File: src/rtl/fetch_unit.sv
// Instruction-fetch front end: owns the fetch PC, issues word requests to a
// variable-latency imem and queues in-order {pc, inst} pairs for IF/ID.
module fetch_unit #(
   parameter int          DEPTH    = 4,
   parameter int          MAX_OUT  = 2,
   parameter logic [31:0] RESET_PC = 32'h0000_0000
) (
   input  logic        clk,
   input  logic        rst,
   output logic        im_req,
   output logic [31:0] im_addr,
   input  logic        im_gnt,
   input  logic        im_rvalid,
   input  logic [31:0] im_rdata,
   input  logic        redirect_valid,
   input  logic [31:0] redirect_pc,
   output logic        if_valid,
   output logic [31:0] if_pc,
   output logic [31:0] if_inst,
   input  logic        id_ready
);
   localparam int AW = (DEPTH > 1) ? $clog2(DEPTH) : 1;
   localparam int CW = $clog2(DEPTH + 1);
   localparam int OW = $clog2(MAX_OUT + 1);

   logic [31:0]   fetch_pc;
   logic [31:0]   resp_pc;
   logic [OW-1:0] live_cnt;
   logic [OW-1:0] drop_cnt;
   logic [CW-1:0] count;
   logic [AW-1:0] rd_ptr;
   logic [AW-1:0] wr_ptr;
   logic [31:0]   pc_q   [DEPTH];
   logic [31:0]   inst_q [DEPTH];

   logic [31:0] occupied;
   logic [31:0] outstanding;
   logic [31:0] redirect_aligned;
   logic        grant;
   logic        rsp_any;
   logic        push;
   logic        drop;
   logic        pop;

   // Credit rule: a request is only issued when its response is sure to
   // find a free queue slot, so the queue can never overflow.
   always_comb begin
      occupied         = 32'(count) + 32'(live_cnt);
      outstanding      = 32'(live_cnt) + 32'(drop_cnt);
      redirect_aligned = redirect_pc & ~32'h3;
      im_req           = !rst && !redirect_valid && (occupied < 32'(DEPTH))
                         && (outstanding < 32'(MAX_OUT));
      im_addr          = fetch_pc;
      grant            = im_req && im_gnt;
      rsp_any          = im_rvalid && (outstanding != 32'd0);
      drop             = rsp_any && (drop_cnt != '0);
      push             = !rst && rsp_any && (drop_cnt == '0) && !redirect_valid;
      if_valid         = !rst && (count != '0);
      pop              = if_valid && id_ready && !redirect_valid;
      if_pc            = if_valid ? pc_q[rd_ptr]   : 32'h0;
      if_inst          = if_valid ? inst_q[rd_ptr] : 32'h0;
   end

   // A redirect squashes every live request; their responses still arrive
   // and are absorbed by drop_cnt before any new word is accepted.
   always_ff @(posedge clk) begin
      if (rst) begin
         fetch_pc <= RESET_PC & ~32'h3;
         resp_pc  <= RESET_PC & ~32'h3;
         live_cnt <= '0;
         drop_cnt <= '0;
         count    <= '0;
         rd_ptr   <= '0;
         wr_ptr   <= '0;
      end else if (redirect_valid) begin
         fetch_pc <= redirect_aligned;
         resp_pc  <= redirect_aligned;
         drop_cnt <= drop_cnt + live_cnt - OW'(rsp_any);
         live_cnt <= '0;
         count    <= '0;
         rd_ptr   <= '0;
         wr_ptr   <= '0;
      end else begin
         if (grant)
            fetch_pc <= fetch_pc + 32'd4;
         if (push) begin
            resp_pc <= resp_pc + 32'd4;
            wr_ptr  <= wr_ptr + AW'(1);
         end
         if (pop)
            rd_ptr <= rd_ptr + AW'(1);
         if (drop)
            drop_cnt <= drop_cnt - OW'(1);
         live_cnt <= live_cnt + OW'(grant) - OW'(push);
         count    <= count + CW'(push) - CW'(pop);
      end
   end

   always_ff @(posedge clk) begin
      if (push) begin
         pc_q[wr_ptr]   <= resp_pc;
         inst_q[wr_ptr] <= im_rdata;
      end
   end

   always_ff @(posedge clk) begin
      if (!rst && im_rvalid)
         assert (outstanding != 32'd0)
         else $error("fetch_unit: im_rvalid with no request in flight");
   end
endmodule

File: config.mk
export PLATFORM = sky130hd
export DESIGN_NAME = fetch_unit
export DESIGN_NICKNAME = d
export VERILOG_FILES = /design/src/rtl/fetch_unit.sv
export SDC_FILE = /design/constraint.sdc
export NUM_CORES = 1
export LEC_CHECK = 0
export ABC_AREA = 1
export CORE_UTILIZATION = 61
export CTS_CLUSTER_SIZE = 30
export DETAILED_ROUTE_END_ITERATION = 12
export GPL_ROUTABILITY_DRIVEN = 0
export PLACE_DENSITY_LB_ADDON = 0.05
export SLEW_MARGIN = 15
export SYNTH_ARGS = -nofsm -noshare
export SYNTH_HDL_FRONTEND = slang
export SYNTH_SLANG_ARGS = --single-unit
File: constraint.sdc
create_clock -name clk -period 7.5 [get_ports clk]
set_clock_uncertainty 0.1 [all_clocks]
set_input_delay 1.5 -clock clk [delete_from_list [all_inputs] [get_ports clk]]
set_output_delay 1.5 -clock clk [all_outputs]
set_load 0.02 [all_outputs]
## After elaboration in Yosys (flattened, before gate mapping)

Memory sizes are Yosys's and may differ from the RTL's. A register that Yosys moved wholly into a read port is not among the register bits.
Cells that the tools add are included.

- Input bits: 70
- Memories kept: 2
- Register bits: 75
- Bits in writable memories: 256

- Multiplexer cells: 14
- $lt $le $gt $ge: 2
- $add $sub $neg: 13
- Reduce and logical (&&, ||, !) cells: 22

Memories:

| name | words | width | read ports | clocked after memory_dff | wr ports | line | RTL |
|---|---|---|---|---|---|---|---|
| inst_q | 4 | 32 | 1 | 1 | 1 | 34 | `logic [31:0] inst_q [DEPTH];` |
| pc_q | 4 | 32 | 1 | 1 | 1 | 33 | `logic [31:0] pc_q [DEPTH];` |

Operator list:

| operator | number |
|---|---|
| two-way mux 32 bit | 6 |
| adder 32 x 3 -> 32 bit, second input constant | 2 |
| nonzero test 32 bit | 1 |
| logical AND 1 bit | 12 |
| two-way mux 2 bit | 6 |
| nonzero test 2 bit | 4 |
| adder 2 x 1 -> 2 bit, second input constant | 2 |
| adder 3 x 2 -> 4 bit | 1 |
| less-than comparator 4 x 3 -> 1 bit, second input constant | 1 |
| subtractor 2 x 1 -> 2 bit | 2 |
| adder 2 x 2 -> 3 bit | 1 |
| adder 3 x 1 -> 3 bit | 1 |
| less-than comparator 3 x 2 -> 1 bit, second input constant | 1 |
| nonzero test 3 bit | 1 |
| subtractor 3 x 1 -> 3 bit | 1 |
| adder 2 x 1 -> 2 bit | 1 |
| adder 2 bit | 1 |
| zero test 1 bit | 2 |
| zero test 2 bit | 1 |
| two-way mux 1 bit | 2 |
| OR reduction 2 bit | 1 |
| subtractor 2 x 1 -> 2 bit, second input constant | 1 |

## Depth between registers and ports, before layout

- Word-level depth: 8
- Mapped depth: 15
- Gate-level depth less buffers: 15

## Worst setup path after synthesis

OpenSTA, ideal clock, no wires.

- Path type: input-to-reg
- Start: input redirect_valid
- End: memory inst_q[0][0], enable pin
- Required time: 6.918 ns
- Arrival: 4.736 ns
- Setup time: 0.482 ns
- Cell stages on the path: 6
- Buffers on the path: 1
- Slack: 2.182 ns
- Cell sequence: buf_4 > nor2_8 > inv_2 > nor2_4 > inv_1 > nor2_1

- Word-level cells in the longest chain between the ends: 4

RTL lines:

| element | line | RTL |
|---|---|---|
| from (decl) | 15 | `input logic redirect_valid,` |
| zero test 1 bit | 57 | `push = !rst && rsp_any && (drop_cnt == '0) && !redirect_valid;` |
| logical AND 1 bit | 57 |  |
| two-way mux 1 bit | 100 | `if (push) begin` |
| two-way mux 1 bit (implied by the code) | 102 | `inst_q[wr_ptr] <= im_rdata;` |
| to (decl) | 34 |  |

Every way passes these cells.

==> results.sh <==
export IMPL_path_class="reg -> out"
export IMPL_cts_resized=0
export IMPL_finalMaxSlewViolations=0
export IMPL_finalSetupTns_ns=0
export IMPL_worst_ep_arrival_time_ns=3.87
export IMPL_cp_max_fo=81
export IMPL_remaining_drc_errors=0
export IMPL_maxCapViolCount=0
export IMPL_slew_headroom_pct=31.1
export IMPL_required_ns=5.90
export IMPL_finalHoldViolCount=0
export IMPL_gr_total_overflow=0
export IMPL_grt_use_total_pct=27.7
export IMPL_outcome="finished clean"
export IMPL_avgViaCountPerCell=5.51
export IMPL_die_h_um=156
export IMPL_synthCells=1567
export IMPL_synth_area_um2=14600
export IMPL_r2r_start="live_cnt[0]$_SDFF_PP0_"
export IMPL_ys_ff_latch=321
export IMPL_yosysSeqAreaShare_pct=61.2
export IMPL_yosys_cell_types_count=41
export IMPL_fin_cells=2045
export IMPL_h_tree_depth=1
export IMPL_place_area_um2=16400
export IMPL_antenna_left=0
export IMPL_total_power_mw=3.72
export IMPL_portBuffers=161
export IMPL_dp_worst_setup_slack_ns=2.37
export IMPL_timing_final_crit_share_pct=72.9
export IMPL_leakagePower_nw=6.30
export IMPL_grt_first_pass_wirelength_mm=52.9
export IMPL_hold_slack_ns=0.370
export IMPL_diodes=0
export IMPL_area_delta_synth_final_pct=19.2
export IMPL_p_per_area_nw_per_um2=214
export IMPL_drt_iter0_markers=882
export IMPL_place_hpwl_mm=20.6
export IMPL_setup_slack_ns=2.03
export IMPL_cpPeakStageDelay_ns=0.95
export IMPL_synth_area_per_cell_um2=9.29
export IMPL_ioPinCount=168
export IMPL_holdCritStartpoint="rd_ptr[1]$_SDFFE_PP0P_"
export IMPL_setup_viol=0
export IMPL_die_w_um=156
export IMPL_cts_tree="done"
export IMPL_post_drt_wl_per_cell_um=16.4
export IMPL_final_util_pct=74.1
export IMPL_cts_setup_buffers=0
export IMPL_dr_total_vias=11300
export IMPL_tightest_slew_ns=1.03
export IMPL_cts_root_buffer="clkbuf_16"
export IMPL_cts_buffers=31
export IMPL_first_pass_iters=5
export IMPL_worstPathCellList="clkinv_2 > buf_4 > o21ai_0 > a21oi_1 > clkdlybuf4s50_1"
export IMPL_clock_path_buffers=3
export IMPL_drive_above_1_share_pct=5.04
export IMPL_cp_slowest_cell="clkinv_2"
export IMPL_clock_sinks=321
export IMPL_ys_warn_count=0
export IMPL_cts_clk_slew_worst_paths_ns=0.06
export IMPL_core_rowCount=56
export IMPL_fmax_mhz=183
export IMPL_routed_wl_mm=33.6
export IMPL_worst_setup_path_start_kind="flop"
export IMPL_post_route_cell_area_um2=17300
export IMPL_grt_pass1_vias=10600
export IMPL_final_nets=1792
export IMPL_core_um2=23400
export IMPL_initial_core_util_pct=62.2
export IMPL_cts_hold_buf=0
export IMPL_dpl_cell_count=1990
export IMPL_period_needed_ns=5.47
export IMPL_antenna_found_initial=0
export IMPL_grt_max_degree=82
export IMPL_peakVddDrop_v=0.000135
export IMPL_dieArea_um2=24500
export IMPL_worstHoldPathType="reg -> reg"
export IMPL_rsz0062_at_grt="no"
export IMPL_cp_end_kind="output pin"
export IMPL_insertion_delay_ns=0.55
## worst paths after layout
path         slack [ns]               endpoint  cells past startpoint
min reg2reg        0.37                   flop                      2
max reg2reg        3.41  pc_q[0][30]$_DFFE_PP_                      9
max                2.03               if_pc[8]                      5
min                0.37                   flop                      2
## layout make-up
type,count,area [µm²]
Fill cell,1709,6060
Clock buffer,34,787
Multi-Input combinational cell,1084,5000
Sequential cell,321,8910
Timing Repair Buffer,172,1710
Inverter,94,355
Tap cell,319,399
Clock inverter,21,181
## layer usage
metal / global-route usage [%] / vias up / routed length, µm
met1: 36.7 / 5269 / 14200
met5: 0 / - / 0
met3: 3.30 / 47 / 2290
met2: 48.2 / 456 / 16500
li1: - / 5504 / -
met4: 8.17 / 0 / 567
## flip-flops by register name, indices dropped and copies added, names as in the netlist, named ones only
register and cells:
resp_pc 30, count 3, rd_ptr 2, live_cnt 2, pc_q 120, wr_ptr 2
drop_cnt 2, inst_q 128, im_addr 30
## layout by cell type (no fill, tap or decap), types with 8 or more instances in the layout
cell | Yosys | routed
clkdlybuf4s50_1 | 0 | 160
xor2_1 | 13 | 13
clkinv_1 | 0 | 9
a31oi_1 | 8 | 8
clkbuf_16 | 0 | 31
edfxtp_1 | 248 | 248
o21ai_0 | 153 | 153
xnor2_1 | 8 | 8
nand3b_1 | 18 | 18
nand2_1 | 281 | 280
ha_1 | 16 | 16
dfxtp_1 | 73 | 71
a21oi_1 | 111 | 111
nand3_1 | 51 | 51
nor2_1 | 382 | 378
inv_1 | 87 | 87
buf_4 | 6 | 10
## critical path: cells and delay by family, from the launching register on
kind                   cells  cell delay (ns)
buffers and inverters      3             2.08
AO/OA/AOI/OAI              2             0.39
flip-flops                 1             0.75
## power by group
group          total [mW]  internal (mW)  switching (mW)
clock network        1.49          0.854           0.636
logic               0.235         0.0993           0.136
registers            1.99           1.95          0.0422
## cells by family (layout without fill, tap and decap cells)
group                      after synthesis  after routing  share of synthesized area [%]
DFF                                    321            321                           61.2
other                                    1              4                         0.0258
AOI/OAI and AO/OA                      280            280                           9.84
and+or+nand+nor                        761            761                           21.3
buffers and inverters                  165            321                           4.75
xor gates and xnor gates                21             21                           1.26
adders and majority gates               18             18                           1.65
## synth_stat cells (all sizes together)
| cell | number | area, µm² |
|---|---|---|
| clkbuf | 42 | 158 |
| ha | 16 | 200 |
| and3 | 1 | 6.26 |
| o211ai | 2 | 15.0 |
| nand4 | 7 | 43.8 |
| a31oi | 8 | 50.1 |
| buf | 29 | 179 |
| a211oi | 1 | 7.51 |
| fa | 2 | 40.0 |
| dfxtp | 73 | 1460 |
| inv | 93 | 349 |
| o21bai | 1 | 7.51 |
| and2 | 1 | 6.26 |
| nand3 | 52 | 265 |
| a21oi | 112 | 564 |
| or2 | 5 | 31.3 |
| o21ai | 153 | 766 |
| nor3 | 4 | 25.0 |
| clkinv | 1 | 5.00 |
| nand2 | 286 | 1090 |
| o22ai | 2 | 12.5 |
| a31o | 1 | 8.76 |
| nand3b | 18 | 135 |
| edfxtp | 248 | 7450 |
| nor2 | 387 | 1490 |
| conb | 1 | 3.75 |
| xor2 | 13 | 114 |
| xnor2 | 8 | 70.1 |
(Power assumes the default switching activity.)
==> edit 1 (same flow settings) <==
The parameter `DEPTH` goes from 4 to 2.
--- a/src/rtl/fetch_unit.sv
+++ b/src/rtl/fetch_unit.sv
@@ -1,7 +1,7 @@
 // Instruction-fetch front end: owns the fetch PC, issues word requests to a
 // variable-latency imem and queues in-order {pc, inst} pairs for IF/ID.
 module fetch_unit #(
-   parameter int          DEPTH    = 4,
+   parameter int          DEPTH    = 2,
    parameter int          MAX_OUT  = 2,
    parameter logic [31:0] RESET_PC = 32'h0000_0000
 ) (
Function: changed (Yosys sat finds a counterexample within 4 cycles, from zero or initial values and one cycle with rst high).
==> edit 1 against the unedited design <==
Setup slack worse by 0.37 ns; sequential share of layout area is 8.7 points lower; register-to-register slack better by 0.51 ns; die area is 33% lower; critical endpoint is now if_pc[18]; final cell count is 28% lower; highest routed layer unchanged; power is 39% lower; wire length is 35% lower; largest cell class unchanged; sequential cell count is 128 lower; design area is 31% lower; sequential power is 40% lower; area after synthesis is 34% lower.
==> edit 1: results (changes against the unedited design) <==
[synthesis]
synth_edf_count=124  ; was 248
yosysSeqAreaShare=0.5277  ; was 0.6122
synth-compound-area-share=0.06324  ; was 0.09837
synthAdderAreaFrac=0.01837  ; was 0.01651
ys_types=42  ; was 41
synthMuxAreaShare=0.07217  ; was 0
synth-xor-area-share=0.01992  ; was 0.01264
avgSynthCellArea_um2=8.763  ; was 9.286 um2

[global_route]
grt_max_degree=65  ; was 82
grt_pass1_wl_um=36080  ; was 52920 um
gr-usage-all-layers=0.2829  ; was 0.2774
first_global_vias=7532  ; was 10.55k

[final_layout]
final_cells=1480  ; was 2045
fin_nets=1340  ; was 1792
drive_gt1_frac=0.1009  ; was 0.05041
reg.largest.list=inst_q (64), pc_q (60)  ; was inst_q (128), pc_q (120)

[cts]
clk_latency_ns=0.43  ; was 0.55 ns
cts_buffers=17  ; was 31

[power_and_ir_drop]
vdd_ir_drop_max_mv=0.1678  ; was 0.1347 mV
p_leak_nw=4.842  ; was 6.295 nW

[outcome]
status=finished clean  ; unchanged

[detailed_routing]
drt-vias-per-instance=5.291  ; was 5.514
drt-initial-drc-count=653  ; was 882
drt_wl_total_um=21940  ; was 33560 um

[place]
detailedPlace.worstSlack_ns=1.667  ; was 2.375 ns

[worst_setup_path]
slowest_stage=inv_2  ; was clkinv_2
slowest_delay_ns=0.82  ; was 0.95 ns

-- edit 1: cell types whose count changed after synthesis, sizes merged, moves of 5 or more --
cell | before | now
o21ai | 153 | 37
edfxtp | 248 | 124
clkbuf | 42 | 14
buf | 29 | 21
mux2 | 0 | 62
a21oi | 112 | 59
inv | 93 | 160
nand3b | 18 | 1
nand2 | 286 | 321
nor2 | 387 | 107
ha | 16 | 11
-- edit 1: per-stage QoR --
step	power (mW)	util
CTS	2.253	0.7818
global placement	1.419	0.7463
global route	2.323	0.7818
floorplan	1.332	-
finish	2.250	0.7818
detailed placement	1.425	0.7463
-- edit 1: cell families after synthesis --
logic type	count (synthesis)
AO/OA/AOI/OAI	115
multiplexers	62
flip-flops	193
AND/OR/NAND/NOR	502
buffers and inverters	196
XOR/XNOR	22
adder cells (fa/ha/maj)	13
other	1
-- edit 1: per-layer routing --
| layer | global-route usage | routed length (um) | vias up |
|---|---|---|---|
| met3 | 0.04967 | 1412 | 36 |
| met4 | 0.09827 | 497 | 0 |
| met2 | 0.4789 | 10420 | 288 |
| met1 | 0.3677 | 9613 | 3639 |
| li1 | - | - | 3868 |
| met5 | 0 | 0 | - |
-- edit 1: power by group --
group,switching (mW),leakage (nW),internal (mW)
logic,0.115,2.89,0.0943
registers,0.0350,1.69,1.16
clock network,0.388,0.263,0.456
total,0.538,4.84,1.71
-- edit 1: cell type report --
type,instances,area share
clock buffer,18,0.03585
clock inverter,13,0.009510
inverter,161,0.05048
multi-input combinational,718,0.3179
sequential,193,0.4265
tap,211,0.02205
timing repair buffer,166,0.1377
-- edit 1: path summary, 6_finish.rpt --
kind / from / to / depth (start not counted) / slack [ns]
setup / recovery: rst / if_pc[18] / 7 / 1.66
hold / removal: rd_ptr$_SDFFE_PP0P_ / register / 2 / 0.38
setup reg to reg: live_cnt[0]$_SDFF_PP0_ / pc_q[1][30]$_DFFE_PP_ / 8 / 3.92
hold reg to reg: rd_ptr$_SDFFE_PP0P_ / register / 2 / 0.38
-- edit 1: critical path, delay by kind of cell --
kind | cells | cell delay (ns)
AO/OA/AOI/OAI | 1 | 0.15
buffers and inverters | 5 | 2.37
AND/OR/NAND/NOR | 1 | 0.16
==> edit 2 (same flow settings) <==
Without the edit above. Make the reset (`rst`) asynchronous in one clocked block.
--- a/src/rtl/fetch_unit.sv
+++ b/src/rtl/fetch_unit.sv
@@ -63,7 +63,7 @@
 
    // A redirect squashes every live request; their responses still arrive
    // and are absorbed by drop_cnt before any new word is accepted.
-   always_ff @(posedge clk) begin
+   always_ff @(posedge clk or posedge rst) begin
       if (rst) begin
          fetch_pc <= RESET_PC & ~32'h3;
          resp_pc  <= RESET_PC & ~32'h3;
Function: differs if rst is asserted again (counterexample within 4 cycles, from zero or initial values and one cycle with rst high); with rst held inactive, the same outputs for 4 cycles.
==> edit 2 against the unedited design <==
Area after synthesis down 0.31%; setup slack got worse by 0.30 ns; design area grew 0.67%; sequential cell count shrank 2; final cell count down 4.5%; wire length barely moved; first-iteration DRC count down 11%.
Power is not compared: it rests on default switching activity, and its combinational part moved more than twofold at a synthesized area within 25%.
==> edit 2: results (changes against the unedited design) <==
[worst_setup_path]
slowest_delay_ns=0.66  ; was 0.95 ns
rrSetupSlack_ns=3.62  ; was 3.41 ns
crit_end=if_pc[11]  ; was if_pc[8]
slowest_stage=clkdlybuf4s50_1  ; was clkinv_2
arrival_ns=4.16  ; was 3.87 ns
r2r_end=pc_q[1][29]$_DFFE_PP_  ; was pc_q[0][30]$_DFFE_PP_
r2r_cells=12  ; was 9
worstPathMaxFanout=38  ; was 81

[sta]
whs_ns=0.4821  ; was 0.3701 ns
fin_crit_sh=0.7683  ; was 0.7288
max-slew-margin-rel=0.2918  ; was 0.3113

[global_route]
grt_max_degree=79  ; was 82
grt_pass1_wl_um=52290  ; was 52920 um
gr-usage-all-layers=0.2772  ; was 0.2774

[final_layout]
drive_gt1_frac=0.06059  ; was 0.05041
nFillCells=1690  ; was 1709

[detailed_routing]
post_drt_wl_per_cell_um=17.20  ; was 16.41 um
drt_wl_total_um=33590  ; was 33560 um
vias=10860  ; was 11.28k
drt-initial-drc-count=789  ; was 882

[min_path]
min-delay-start=im_addr[2]$_DFFE_PP0N_  ; was rd_ptr[1]$_SDFFE_PP0P_

[synthesis]
synthAdderAreaFrac=0.01656  ; was 0.01651
synth-xor-area-share=0.01509  ; was 0.01264
async_reset_ff_frac=0.2226  ; was 0
synth-compound-area-share=0.09151  ; was 0.09837
ys_types=38  ; was 41
yosysSeqAreaShare=0.6358  ; was 0.6122
ys_top_cells_by_count=nor2_1, edfxtp_1, nand2_1  ; was nor2_1, nand2_1, edfxtp_1
avgSynthCellArea_um2=9.895  ; was 9.286 um2

[place]
placed_area_um2=16390  ; was 16380 um2
dp_hpwl_um=20230  ; was 20580 um

[outcome]
status=finished clean  ; unchanged

[edit 2: metal layers]
| layer | track usage | part of all wire |
|---|---|---|
| met2 | 0.4877 | 0.51 |
| met3 | 0.03240 | 0.061 |
| met4 | 0.08450 | 0.018 |
| met1 | 0.3618 | 0.41 |
| met5 | 0 | 0 |
[edit 2: cell families after synthesis]
| family | Yosys count |
|---|---|
| and+or+nand+nor | 684 |
| adders and majority gates | 18 |
| DFF | 319 |
| xor gates and xnor gates | 25 |
| AOI/OAI and AO/OA | 254 |
| buffers and inverters | 165 |
| other | 1 |
[edit 2: cell type report]
type / count / area (um2) / share of cell area
Sequential cell: 319 / 9229 / 0.5285
Multi-Input combinational cell: 985 / 4654 / 0.2665
Timing Repair Buffer: 177 / 1732 / 0.09916
Inverter: 99 / 372.9 / 0.02135
Clock inverter: 14 / 216.5 / 0.01240
Clock buffer: 40 / 859.6 / 0.04922
Tap cell: 319 / 399.1 / 0.02286
